### src/rtl/dmem_bridge.sv
// dmem_bridge: load/store bridge from the core to a split address/data SRAM bus.
// Aligns byte/half lanes, stalls the core while busy, flags misalignment and address timeouts.
module dmem_bridge #(
    parameter int TIMEOUT = 16
) (
    input  logic        clk,
    input  logic        rst,
    input  logic        req_valid,
    input  logic        req_we,
    input  logic [1:0]  req_size,
    input  logic        req_unsigned,
    input  logic [31:0] req_addr,
    input  logic [31:0] req_wdata,
    output logic        stall,
    output logic [31:0] rdata,
    output logic        rdata_valid,
    output logic        addr_err,
    output logic        bus_err,
    output logic        bus_req,
    output logic        bus_wr,
    output logic [3:0]  bus_be,
    output logic [31:0] bus_addr,
    output logic [31:0] bus_wdata,
    input  logic        bus_addr_ok,
    input  logic        bus_data_ok,
    input  logic [31:0] bus_rdata
);
    typedef enum logic [1:0] {IDLE, ADDR, DATA, DONE} state_e;
    state_e      state_q;
    logic        we_q, uns_q, rdata_valid_q, addr_err_q, bus_err_q;
    logic [1:0]  size_q;
    logic [3:0]  be_q, be_d;
    logic [7:0]  cnt_q, cnt_d, byte_l;
    logic [15:0] half_l;
    logic [31:0] addr_q, wdata_q, wdata_d, rdata_q, load_d;
    logic        is_half, is_word, misaligned;
    always_comb begin
        is_half    = req_size == 2'd1;
        is_word    = req_size[1];
        misaligned = (is_half & req_addr[0]) | (is_word & |req_addr[1:0]);
        be_d       = is_word ? 4'hF : is_half ? (req_addr[1] ? 4'hC : 4'h3) : 4'h1 << req_addr[1:0];
        wdata_d    = is_word ? req_wdata : is_half ? {2{req_wdata[15:0]}} : {4{req_wdata[7:0]}};
        byte_l     = bus_rdata[{addr_q[1:0], 3'b000} +: 8];
        half_l     = bus_rdata[{addr_q[1], 4'b0000} +: 16];
        load_d     = size_q[1] ? bus_rdata
                   : size_q[0] ? {{16{~uns_q & half_l[15]}}, half_l}
                   : {{24{~uns_q & byte_l[7]}}, byte_l};
        cnt_d      = cnt_q + 8'd1;
        stall      = (state_q == IDLE & req_valid & ~misaligned) | state_q == ADDR | state_q == DATA;
    end
    assign bus_req     = state_q == ADDR;
    assign bus_wr      = we_q;
    assign bus_be      = be_q;
    assign bus_addr    = addr_q;
    assign bus_wdata   = wdata_q;
    assign rdata       = rdata_q;
    assign rdata_valid = rdata_valid_q;
    assign addr_err    = addr_err_q;
    assign bus_err     = bus_err_q;
    always_ff @(posedge clk) begin
        if (rst) begin
            state_q       <= IDLE;
            we_q          <= 1'b0;
            uns_q         <= 1'b0;
            size_q        <= 2'd0;
            be_q          <= 4'd0;
            addr_q        <= 32'd0;
            wdata_q       <= 32'd0;
            rdata_q       <= 32'd0;
            cnt_q         <= 8'd0;
            rdata_valid_q <= 1'b0;
            addr_err_q    <= 1'b0;
            bus_err_q     <= 1'b0;
        end else begin
            rdata_valid_q <= 1'b0;
            addr_err_q    <= 1'b0;
            bus_err_q     <= 1'b0;
            case (state_q)
                IDLE: if (req_valid) begin
                    if (misaligned) addr_err_q <= 1'b1;
                    else begin
                        we_q    <= req_we;
                        uns_q   <= req_unsigned;
                        size_q  <= req_size;
                        be_q    <= be_d;
                        addr_q  <= req_addr;
                        wdata_q <= wdata_d;
                        cnt_q   <= 8'd0;
                        state_q <= ADDR;
                    end
                end
                ADDR: if (bus_addr_ok) begin
                    state_q <= bus_data_ok ? DONE : DATA;
                    if (bus_data_ok & ~we_q) begin
                        rdata_q       <= load_d;
                        rdata_valid_q <= 1'b1;
                    end
                end else begin
                    cnt_q <= cnt_d;
                    // abort the access once the address phase has waited TIMEOUT cycles
                    if (cnt_d == 8'(TIMEOUT)) begin
                        state_q   <= DONE;
                        bus_err_q <= 1'b1;
                        rdata_q   <= 32'd0;
                    end
                end
                DATA: if (bus_data_ok) begin
                    state_q <= DONE;
                    if (~we_q) begin
                        rdata_q       <= load_d;
                        rdata_valid_q <= 1'b1;
                    end
                end
                default: state_q <= IDLE;
            endcase
        end
    end
endmodule

### config.mk
export PLATFORM = sky130hd
export DESIGN_NAME = dmem_bridge
export DESIGN_NICKNAME = d
export VERILOG_FILES = /design/src/rtl/dmem_bridge.sv
export SDC_FILE = /design/constraint.sdc
export NUM_CORES = 1
export LEC_CHECK = 0
export CAP_MARGIN = 20
export CORE_UTILIZATION = 40
export DETAILED_ROUTE_END_ITERATION = 16
export GPL_TIMING_DRIVEN = 0
export PLACE_DENSITY_LB_ADDON = 0.12
export SYNTH_ARGS = -nofsm -noshare
export SYNTH_HDL_FRONTEND = slang
export SYNTH_SLANG_ARGS = --single-unit
### constraint.sdc
create_clock -name clk -period 1.9 [get_ports clk]
set_clock_uncertainty 0.2 [all_clocks]
set_input_delay 0.38 -clock clk [delete_from_list [all_inputs] [get_ports clk]]
set_output_delay 0.38 -clock clk [all_outputs]
set_load 0.005 [all_outputs]
==> metrics.txt <==
final hold vios 0; Syn Std Cell Area roughly 5300 um2; Reg clk slew, reported paths around 0.05 ns; number of buffers created by CTS 17; Slew Limit Headroom 62.1%; Non-Filler Instances approximately 1100; Vias between 5000 and 6000; Synth area leaders dfxtp_1, nand2_1, a21oi_1; Worst Reg-to-Reg Cells 8; diodes inserted 0; initial antenna violation count 0; R2R setup slack -0.05 ns; number of H-tree levels 4; synthesized area per cell roughly 8 um2; clock root buffer clkbuf_16; Setup Viol. Count Final 4; P_leak roughly 3.5 nW; Final Util roughly 70%; Critical Path Source Type register; min setup slack post-route -0.293 ns; flip-flop and latch area ~2400 um2; fillcell total about 990; part of the power in the clock network roughly 33%; critical path arrival around 1.6 ns; synth cell count leaders nand2_1, dfxtp_1, a21oi_1; hold slack between 0.2 and 0.3 ns; Routed WL approximately 19000 um; Setup WS pre-CTS -0.959 ns; vias in the first global route approximately 5700; IO Port Bufs between 200 and 250; hold_buf cts 0; DIE WIDTH 118 um; setup tns final -0.355 ns; Hold/Removal Path Class reg -> reg; period utilization 115%; CTS tree done; max-cap violations 0; most common cell in the synthesized netlist nand2_1; share of layout cells above drive strength 1 a little under a fifth; CTS Buffer Depth 2; register area share after synthesis between 40% and 50%; core footprint 12800 um2; DRT iter0 DRCs between 400 and 500; Metal-1 WL 8000 um; largest net degree at the start of global routing 17; Top Layer Used met4; first-pass GRT wire length a little under 30000 um; crit path max fanout 2; Flop pwr share between 20% and 30%; Slew @ Worst Pin ~0.57 ns; Layout Nets 1016; Switching Fraction 31.0%; Period minus WS final 2.19 ns; Yosys top cell area share 43.9%; power per cell area 1150 nW/um2; failing checks negative setup slack; Max rail drop VDD between 0.0006 and 0.0007 V; DRT Pass-1 Iters 5; Die ar. 13800 um2; Net Sw Power approximately 3.2 mW; Synth Net Count around 760; number of flops mapped to enable cells by yosys 0; Post-Synthesis Cells 651; Post-Place Cells just over 1000; Worst Setup EP stall; Synth Flop Type dfxtp_1; critical setup path kind reg -> out; outcome complete, but fails checks; critical path required time between 1 and 1.5 ns; Crit Reg-Reg Startpoint cnt_q[0]$_SDFFE_PP0P_; synthesis-to-layout area growth 67.5%; area leader, netlist dfxtp_1; gr usage total between 20% and 30%; worst reg2reg path endpoint rdata[5]$_SDFFE_PP0P_; Post-DP HPWL between 10000 and 15000 um; clk_lat worst skew 0.41 ns; # rows about 40; global route total overflow 0; met2 routed WL 9250 um; RSZ-0062 raised after global routing yes; Residual DRC 0; Boundary Pins about 210; number of unique standard cell types used by synthesis 49; Starting Density 41.6%; CP Capture Type output port; FFs w/ async S/R, synth 0%; Die Y between 100 and 150 um; routability cong. between 0.9 and 1; yosys warns 0; WL met3 approximately 1500 um; post-route antenna net violation count 0; Avg WL per Cell between 15 and 20 um; Yosys reg bits approximately 120; maximum clock rate about 0.46 GHz; Slew Viols, Final 0; Via density around 5.3; Pint 7.12 mW; Worst Setup SP state_q[1]$_SDFFE_PP0P_; clk sinks 117; Multi-input gate area between 3000 and 4000 um2; Logic pwr share roughly 37%
[per-stage QoR]
stage | total power [mW] | cell area (um2)
2_1_floorplan | 4.63 | 5350
3_3_place_gp | 5.90 | 7650
3_5_place_dp | 5.98 | 7650
4_1_cts | 9.91 | 8620
5_1_grt | 10.8 | 8940
6_report | 10.3 | 8940
[flip-flops by register name, summed over array words and instances (netlist names)]
| register | cells |
|---|---|
| addr_err | 1 |
| bus_addr | 32 |
| bus_be | 4 |
| bus_err | 1 |
| bus_wdata | 32 |
| bus_wr | 1 |
| cnt_q | 8 |
| rdata | 32 |
| rdata_valid | 1 |
| size_q | 2 |
| state_q | 2 |
| uns_q | 1 |
[worst max-delay path, cell delays in order, from the launching register on]
cell and delay (ns):
dfxtp_2 0.36, inv_4 0.05, ha_4 0.16, clkbuf_8 0.13, or3_4 0.38, buf_6 0.12
[cells by family (layout without fill, tap and decap cells)]
| logic type | Yosys count | in the layout | synth area share [%] |
|---|---|---|---|
| adders and majority gates | 5 | 5 | 1.17 |
| DFF | 117 | 117 | 43.9 |
| muxes | 25 | 25 | 4.71 |
| buffers and inverters | 62 | 329 | 5.04 |
| and+or+nand+nor | 262 | 262 | 22.2 |
| AOI/OAI and AO/OA | 180 | 180 | 23.0 |
[placed cells by master (no fill, tap or decap), drive strengths merged, types with 18 or more instances in the layout]
| cell | synthesis | routed |
|---|---|---|
| nor3 | 32 | 32 |
| nor2b | 29 | 29 |
| mux2i | 24 | 24 |
| nand2 | 135 | 135 |
| buf | 19 | 46 |
| nor2 | 41 | 41 |
| clkbuf | 27 | 53 |
| o2bb2ai | 18 | 18 |
| a21oi | 99 | 99 |
| clkdlybuf4s50 | 0 | 185 |
| a211oi | 21 | 21 |
| dfxtp | 117 | 117 |
[timing repair]
action                                  4_1_cts  5_1_grt
buffers inserted                             19        9
endpoints found under the setup margin      117       93
gates resized for setup                      71       82
cloned                                        0        1
pin swaps                                    12       10
[layer usage]
layer	GRT usage [%]	vias up
met5	0	-
met4	9.94	0
met3	7.51	36
met2	44.0	247
met1	33.6	2713
li1	-	2811
[power by group through the flow]
stage	clock (mW)	combinational [mW]	sequential [mW]
CTS	3.46	3.43	3.03
finish	3.41	3.86	3.05
global placement	0	2.87	3.04
global route	3.61	4.13	3.08
floorplan	0	1.58	3.05
detailed placement	0	2.92	3.06
[worst min-delay path by stage]
stage | cells past startpoint | slack [ns] | to | startpoint
detailed placement | 2 | 0.25 | bus_addr[28]$_SDFFE_PP0P_ | bus_addr[28]$_SDFFE_PP0P_
floorplan | 2 | 0.25 | rdata[0]$_SDFFE_PP0P_ | rdata[0]$_SDFFE_PP0P_
finish | 2 | 0.25 | bus_addr[11]$_SDFFE_PP0P_ | bus_addr[11]$_SDFFE_PP0P_
global placement | 2 | 0.24 | bus_addr[11]$_SDFFE_PP0P_ | bus_addr[11]$_SDFFE_PP0P_
global route | 2 | 0.27 | bus_addr[11]$_SDFFE_PP0P_ | bus_addr[11]$_SDFFE_PP0P_
CTS | 3 | 0.25 | bus_addr[0]$_SDFFE_PP0P_ | req_addr[0]
[area by class of cell]
class                   count  share of cell area [%]
multi-input cells         472                    33.7
repair buffers            236                    26.5
flip-flops and latches    117                    26.5
clock buffers              23                    5.46
well taps                 172                    2.41
plain buffers              46                    3.08
clock inverters             8                    1.64
inverters                  16                   0.728
Power figures use the tool's default switching activity.
